<file path="src/rtl/led_matrix_scanner.sv">
// Multiplexed LED matrix scanner: double-buffered frame store, per-row BLANK/ON
// phases with 8-bit PWM brightness, and tear-free buffer swaps at frame boundaries.
module led_matrix_scanner #(
  parameter int ROWS           = 8,
  parameter int COLS           = 8,
  parameter int PRESCALE       = 1,
  parameter int BLANK_TICKS    = 2,
  parameter bit COL_ACTIVE_LOW = 1'b1,
  localparam int RW            = (ROWS > 1) ? $clog2(ROWS) : 1
) (
  input  logic            clk,
  input  logic            reset,
  input  logic            wr_en,
  input  logic [RW-1:0]   wr_addr,
  input  logic [COLS-1:0] wr_data,
  input  logic            swap_req,
  input  logic [7:0]      brightness,
  output logic [ROWS-1:0] led_row,
  output logic [COLS-1:0] led_col,
  output logic [RW-1:0]   row_addr,
  output logic            frame_start,
  output logic            swap_done,
  output logic            dbg_state   // 0 = BLANK, 1 = ON
);

  typedef enum logic {ST_BLANK = 1'b0, ST_ON = 1'b1} state_e;

  localparam logic [COLS-1:0] COL_OFF = COL_ACTIVE_LOW ? '1 : '0;

  // Handshakes: wr_en and swap_req are single-cycle strobes sampled on every
  // rising edge while reset is low; there is no back-pressure (always ready).

  state_e          state, state_nxt;
  logic            started;
  logic [15:0]     tick_cnt;
  logic            tick;
  logic [7:0]      blank_cnt, blank_nxt;
  logic [7:0]      on_cnt, on_nxt;
  logic [7:0]      bright_lat, bright_nxt;
  logic [RW-1:0]   row_nxt;
  logic            wrap;
  logic            frame_edge;
  logic            swap_now;
  logic            front_sel;
  logic            swap_pending;
  logic            wr_ok;
  logic            lit_nxt;
  logic [COLS-1:0] front_row;
  logic [COLS-1:0] bank0 [ROWS];
  logic [COLS-1:0] bank1 [ROWS];

  // The first edge after reset only arms the scan, so it counts as the
  // row 0 BLANK entry and the frame period stays exact from then on.
  assign tick       = started && (tick_cnt == 16'(PRESCALE - 1));
  assign wr_ok      = wr_en && (int'(wr_addr) < ROWS);
  assign frame_edge = !started || wrap;
  assign swap_now   = frame_edge && swap_pending;
  assign front_row  = front_sel ? bank1[row_nxt] : bank0[row_nxt];
  assign lit_nxt    = (state_nxt == ST_ON) && (on_nxt < bright_nxt);
  assign dbg_state  = state;

  always_comb begin
    state_nxt  = state;
    blank_nxt  = blank_cnt;
    on_nxt     = on_cnt;
    bright_nxt = bright_lat;
    row_nxt    = row_addr;
    wrap       = 1'b0;
    if (tick) begin
      case (state)
        ST_BLANK: begin
          if (blank_cnt == 8'(BLANK_TICKS - 1)) begin
            state_nxt  = ST_ON;
            blank_nxt  = '0;
            on_nxt     = '0;
            bright_nxt = brightness;
          end else begin
            blank_nxt = blank_cnt + 8'd1;
          end
        end
        ST_ON: begin
          if (on_cnt == 8'hFF) begin
            state_nxt = ST_BLANK;
            on_nxt    = '0;
            if (row_addr == RW'(ROWS - 1)) begin
              row_nxt = '0;
              wrap    = 1'b1;
            end else begin
              row_nxt = row_addr + RW'(1);
            end
          end else begin
            on_nxt = on_cnt + 8'd1;
          end
        end
        default: state_nxt = ST_BLANK;
      endcase
    end
  end

  always_ff @(posedge clk) begin
    if (reset) begin
      state        <= ST_BLANK;
      started      <= 1'b0;
      tick_cnt     <= '0;
      blank_cnt    <= '0;
      on_cnt       <= '0;
      bright_lat   <= '0;
      row_addr     <= '0;
      front_sel    <= 1'b0;
      swap_pending <= 1'b0;
      led_row      <= '0;
      led_col      <= COL_OFF;
      frame_start  <= 1'b0;
      swap_done    <= 1'b0;
      for (int r = 0; r < ROWS; r++) begin
        bank0[r] <= '0;
        bank1[r] <= '0;
      end
    end else begin
      started <= 1'b1;
      if (started) tick_cnt <= tick ? '0 : tick_cnt + 16'd1;
      state       <= state_nxt;
      blank_cnt   <= blank_nxt;
      on_cnt      <= on_nxt;
      bright_lat  <= bright_nxt;
      row_addr    <= row_nxt;
      frame_start <= frame_edge;
      swap_done   <= swap_now;
      // A request landing on the swap edge itself is kept for the next frame.
      if (swap_now) begin
        front_sel    <= !front_sel;
        swap_pending <= swap_req;
      end else if (swap_req) begin
        swap_pending <= 1'b1;
      end
      // Writes target the pre-swap back bank, even on the swap edge.
      if (wr_ok) begin
        if (front_sel) bank0[wr_addr] <= wr_data;
        else           bank1[wr_addr] <= wr_data;
      end
      led_row <= (state_nxt == ST_ON) ? (ROWS'(1) << row_nxt) : '0;
      led_col <= lit_nxt ? (COL_ACTIVE_LOW ? ~front_row : front_row) : COL_OFF;
    end
  end

endmodule

</file>
<file path="config.mk">
export PLATFORM = sky130hd
export DESIGN_NAME = led_matrix_scanner
export DESIGN_NICKNAME = d
export VERILOG_FILES = /design/src/rtl/led_matrix_scanner.sv
export SDC_FILE = /design/constraint.sdc
export NUM_CORES = 1
export LEC_CHECK = 0
export CAP_MARGIN = 20
export CORE_ASPECT_RATIO = 0.9
export CORE_MARGIN = 2
export CORE_UTILIZATION = 45
export DETAILED_ROUTE_END_ITERATION = 10
export PLACE_DENSITY = 0.65
export SYNTH_ARGS = -nofsm -noshare
export SYNTH_HDL_FRONTEND = slang
export SYNTH_SLANG_ARGS = --single-unit
</file>
<file path="constraint.sdc">
create_clock -name clk -period 3.4 [get_ports clk]
set_input_delay 0.68 -clock clk [delete_from_list [all_inputs] [get_ports clk]]
set_output_delay 0.68 -clock clk [all_outputs]
set_load 0.01 [all_outputs]
</file>
# After elaboration in Yosys (flattened, before gate mapping)
# Memory sizes are Yosys's and may differ from the RTL's.
# Index checks and enable logic that the tools add are counted.
op_classes:
  n_addsub: 4
  n_lt_le_gt_ge: 1
  n_eq_ne: 3
  shifts: 1
  n_mux: 41
  bitwise_logic: 4
  reduce_logical: 13
op_table:
  columns: ["op", "count"]
  rows:
  - ["two-way mux 8 bit", 10]
  - ["two-way mux 1 bit", 22]
  - ["two-way mux 3 bit", 6]
  - ["adder 16 x 1 -> 16 bit, second input constant", 1]
  - ["adder 8 x 1 -> 8 bit, second input constant", 2]
  - ["logical NOT 16 bit", 1]
  - ["two-way mux 16 bit", 1]
  - ["case mux 8 bit (2 select lines)", 1]
  - ["OR reduction 8 bit", 2]
  - ["equality test 8 x 1 -> 1 bit, second input constant", 1]
  - ["equality test 8 bit, second input constant", 1]
  - ["less-than comparator 8 bit", 1]
  - ["inverter 8 bit", 1]
  - ["left shift 1 x 3 -> 8 bit, first input constant", 1]
  - ["OR reduction 2 bit", 2]
  - ["adder 3 x 1 -> 3 bit, second input constant", 1]
  - ["equality test 3 bit, second input constant", 1]
  - ["logical AND 1 bit", 3]
  - ["inverter 1 bit", 3]
  - ["logical NOT 1 bit", 2]
  - ["case mux 1 bit (2 select lines)", 1]
  - ["AND reduction 2 bit", 1]
  - ["nonzero test 2 bit", 1]
  - ["logical OR 1 bit", 1]
word_totals:
  register_bits: 65
  mem_bits_rw: 128
  in_bits: 23
  mem_count: 2
memory_table:
  columns: ["name", "words", "width", "rd", "rd_ports_with_merged_regs", "write_ports", "line", "rtl"]
  rows:
  - ["bank0", 8, 8, 1, 0, 8, "49", "logic [COLS-1:0] bank0 [ROWS];"]
  - ["bank1", 8, 8, 1, 0, 8, "50", "logic [COLS-1:0] bank1 [ROWS];"]

# Longest topological paths before layout
logic_depth:
  depth_word: 8
  depth_mapped: 17
  ltp_nobuf: 16

# Worst setup path before layout
# Ideal clock, no wire load.
synth_timing:
  path_type: "flip-flop to flip-flop"
  startpoint: "register blank_cnt[0]"
  endpoint: "register led_col[0]"
  setup_ns: 0.130
  arrival_ns: 3.192
  required_ns: 3.270
  slack_ns: 0.078
  path_stages_with_launch: 15
  period_less_slack_ns: 3.322
  cell_sequence: "dfxtp_1 > ha_1 > or4b_1 > nor4_4 > nor3b_2 > buf_6 > mux2i_1 > ha_1 > a21o_1 > a21o_1 > a21oi_1 > nor4b_1 > nand2_1 > o21ai_4 > o41ai_1"
synth_via:
  elab_chain_cells: 8
  elab_cells_between_ends: 14
  classes_between: "order compare: 1; eq/ne: 1; mux: 9; bitwise: 1; reduce/logical: 2"
synth_lines:
  columns: ["element", "line", "rtl"]
  rows:
  - ["start: declaration", "37", "logic [7:0] blank_cnt, blank_nxt;"]
  - ["start signal: assignment", "123", "blank_cnt <= blank_nxt;"]
  - ["equality test 8 x 1 -> 1 bit *", "72", "if (blank_cnt == 8'(BLANK_TICKS - 1)) begin"]
  - ["two-way mux 8 bit", "72", null]
  - ["case mux 8 bit (2 select lines) or two-way mux 8 bit (tied branches)", "70", "case (state)"]
  - ["two-way mux 8 bit", "69", "if (tick) begin"]
  - ["less-than comparator 8 bit", "59", "assign lit_nxt = (state_nxt == ST_ON) && (on_nxt < bright_nxt);"]
  - ["logical AND 1 bit *", "59", null]
  - ["inverter 1 bit (no source line) *", null, null]
  - ["OR reduction 2 bit (no source line) *", null, null]
  - ["end signal: assignment", "142", "led_col <= lit_nxt ? (COL_ACTIVE_LOW ? ~front_row : front_row) : COL_OFF;"]
  - ["end: declaration", "19", "output logic [COLS-1:0] led_col,"]
# Every way passes the cells marked *; elsewhere a longest branch is shown, timed or not.
# A chain may end at the register's enable or synchronous reset.

# Worst setup path in the final report
layout_timing:
  startpoint: "register blank_cnt[1]"
  endpoint: "register led_col[7]"
# The elaborated chain is that of the path after synthesis.

==> metrics.md <==
| Metric | Value |
|---|---|
| Largest net degree at the start of global routing | `35` |
| Initial Util | `45.8%` |
| PD cells | `474 nW/um2` |
| Syn Nets | `769` |
| CP Class | `reg2reg` |
| Number of global-route vias before repair | `5,940` |
| Post-Syn Area | `8430 um2` |
| Req. time, crit path | `3.72 ns` |
| Die X | `148 um` |
| Vias | `5,985` |
| Total Wirelength | `20,000 um` |
| Critical path origin | `blank_cnt[1]$_SDFFE_PP0P_` |
| Critical Path AT | `3.67 ns` |
| DR WL/cell | `18.6 um` |
| Antenna violations before repair | `0` |
| EDFF count, synth | `128` |
| Sequential cell fraction of total power | `54.1%` |
| Combinational cell fraction of total power | `6.5%` |
| Status | `complete, no violations` |
| Clk pwr share | `39.4%` |
| Fillcell total | `1,526` |
| GP Congestion | `0.863` |
| Row count | `47` |
| Top Ports | `45` |
| Layout cells sized above 1 | `14.6%` |
| Leak | `3.78 nW` |
| Area of the multi-input gates | `3230 um2` |
| Crit start category | `register` |
| Final Hold Fails | `0` |
| Hold path start | `bright_lat[0]$_SDFF_PP0_` |
| Post-Synth Adder-Cell Area | `2.08%` |
| IR drop worst, VDD | `0.336 mV` |
| Count of final setup violators | `0` |
| Max-cap viol count | `0` |
| Met1 usage | `29.3%` |
| R2R setup slack | `0.05 ns` |
| Die Span Y | `134 um` |
| DIE AREA | `19,900 um2` |
| Root Driver | `clkbuf_16` |
| Seq. cell area | `5150 um2` |
| Slew @ Worst Pin | `0.708 ns` |
| Setup TNS | `0 ns` |
| Drt pass-1 iters | `5` |
| Simple-gate portion of the synthesized area | `21.7%` |
| XOR/XNOR Fraction of Synth Area | `2.18%` |
| Final Skew | `0.0227 ns` |
| FMAX | `0.298 GHz` |
| CTS buffer count | `17` |
| I/O Buffers | `44` |
| Syn. warnings | `0` |
| Htree depth | `4` |
| RSZ-0062 raised after global routing | `yes` |
| Min Tclk post-route | `3.35 ns` |
| Slew Viols, Final | `0` |
| Switch Pwr | `1.15 mW` |
| Reg-to-Reg End | `led_col[7]$_SDFF_PP1_` |
| DPL Wire Length | `13,600 um` |
| Avg Cell Area, Syn | `11.5 um2` |
| Endpoint, Worst Hold | `bright_lat[0]$_SDFF_PP0_` |
| Clock tree from TritonCTS | `yes` |
| Final Instance Area | `10,100 um2` |
| Max-slew headroom | `52.7%` |
| Hold Path Class | `reg2reg` |
| Mux share of post-synthesis cell area | `1.88%` |
| FF-to-FF Start | `blank_cnt[1]$_SDFFE_PP0P_` |
| Met3 global-route usage | `4.59%` |
| Register area share after synthesis | `61.0%` |
| Critical-path maximum fanout | `8` |
| Final worst path period share | `98.5%` |
| Remaining global-route overflow | `0` |
| Clock latency at the later pin of the worst-skew pair | `0.45 ns` |
| Fin nets | `852` |
| Post-synth cell types | `48` |
| DRT iter0 DRCs | `492` |
| Hold path depth | `2` |
| Int Pwr | `3.66 mW` |
| CTS clk-pin slew, worst paths | `0.07 ns` |
| Global route hottest layer | `met2` |
| Vias/cell | `5.58` |
| Final ANT Viol Nets | `0` |
| # DRC | `0` |
| Global-route wire length before repair | `31,900 um` |
| Area grow syn2layout | `20.2%` |
| Synth Register Bits | `193` |
| Sink Count | `193` |
| Largest family of logic cells by synthesized area | `simple AND/OR/NAND/NOR gates` |
| Cells after synthesis | `732` |
| Ys async rst share | `0%` |
| Post-place instance area | `9430 um2` |
| Total global-route track usage | `21.0%` |
| Compound-cell area share of the yosys netlist | `9.02%` |
| GR Util met2 | `33.0%` |
| Most common flop cell mapped by yosys | `edfxtp_1` |
| Max Root-Sink Buffers | `2` |
| Core area | `18,400 um2` |
| FF-to-FF path depth | `16` |
| Worst setup EP type | `register` |
| Switching Share | `23.9%` |
| Ant diodes | `0` |
-- per-layer routing --
metal / vias to the layer above / wire length (um)
met4: 0 / 296
li1: 2823 / -
met3: 26 / 1230
met5: - / 0
met2: 206 / 9520
met1: 2930 / 8940
-- how the worst max path moves through the flow --
stage,depth (start not counted),endpoint,slack [ns]
after global placement,15,led_col[7]$_SDFF_PP1_,-0.12
after detailed placement,15,led_col[6]$_SDFF_PP1_,-0.22
after floorplan,14,led_col[0]$_SDFF_PP1_,0.08
after global routing,16,led_col[7]$_SDFF_PP1_,-0.14
after CTS,16,led_col[6]$_SDFF_PP1_,0.003
final,16,led_col[7]$_SDFF_PP1_,0.05
-- critical path, cell delays in order, from the launching register on --
cell and delay (ns):
dfxtp_2 0.33, inv_2 0.06, ha_4 0.11, or4b_4 0.46, nor4_4 0.16, nor3b_4 0.30, mux2i_2 0.27, ha_1 0.28
a21o_1 0.16, a21o_1 0.18, a21oi_2 0.13, nor4b_4 0.19, buf_4 0.16, nand2_4 0.05, o21ai_4 0.17, buf_12 0.15
o41ai_1 0.08
-- power by group through the flow --
stage	Combinational, mW	Sequential (mW)	Clock, mW
4_1_cts	0.307	2.60	1.90
6_report	0.314	2.60	1.90
2_1_floorplan	0.152	2.65	0
3_5_place_dp	0.290	2.65	0
3_3_place_gp	0.285	2.65	0
5_1_grt	0.344	2.61	2.00
-- kinds of logic (layout without fill, tap and decap cells) --
group / after synthesis / after routing
XOR/XNOR: 21 / 21
multiplexers: 14 / 14
AND/OR/NAND/NOR: 329 / 329
AO/OA/AOI/OAI: 120 / 120
buffers and inverters: 41 / 137
adder cells (fa/ha/maj): 14 / 14
flip-flops: 193 / 193
-- cells in the mapped netlist (all sizes together), types with 10 or more instances --
cell type,number,share of area (%)
mux2i,11,1.4
a21oi,10,0.59
o21ai,28,1.8
and2,138,10
nor2,64,2.8
dfxtp,65,15
nand2,25,1.1
buf,13,0.88
o22ai,64,4.7
nand3,14,0.98
edfxtp,128,46
nor3,39,2.3
clkbuf,24,1.1
xor2,16,1.7
ha,14,2.1
-- per-stage QoR --
step | worst slack [ns] | instances | util [%] | total power [mW] | hold slack, ns
finish | 0.0494 | 1073 | 55.1 | 4.81 | 0.495
global placement | -0.116 | 1035 | 51.3 | 2.93 | 0.472
detailed placement | -0.225 | 1035 | 51.3 | 2.94 | 0.472
CTS | 0.00303 | 1073 | 54.7 | 4.81 | 0.497
floorplan | 0.0783 | 732 | - | 2.80 | 0.445
global route | -0.140 | 1073 | 55.1 | 4.95 | 0.513
-- state kept, by name (all words and copies together) (netlist names), 3 cells and up --
register    flops
bank1          64
row_addr        3
on_cnt          8
blank_cnt       8
led_row         8
bank0          64
led_col         8
bright_lat      8
tick_cnt       16
-- placed cells by master (no fill, tap or decap), types with 8 or more instances in the layout --
cell / n
a21oi_1: 9
and2_1: 138
buf_4: 54
clkbuf_16: 17
clkdlybuf4s50_1: 44
dfxtp_1: 63
edfxtp_1: 128
ha_1: 13
nand2_1: 24
nand2b_1: 8
nand3_1: 13
nand4_1: 8
nor2_1: 64
nor3_1: 39
o21ai_0: 24
o22ai_1: 64
xor2_1: 16
-- cell type report --
| type | instances | share of cell area [%] |
|---|---|---|
| clock inverters | 15 | 1.22 |
| inverters | 4 | 0.148 |
| well taps | 245 | 3.02 |
| flip-flops and latches | 193 | 50.8 |
| repair buffers | 101 | 8.85 |
| clock buffers | 17 | 4.19 |
| multi-input cells | 498 | 31.8 |
-- repair_timing --
action,4_1_cts,5_1_grt
setup endpoints to repair,8,8
setup buffers,6,0
cloned,0,0
pin swaps,2,1
hold buffers,0,0
gates resized for setup,6,16
Power figures use the tool's default switching activity.
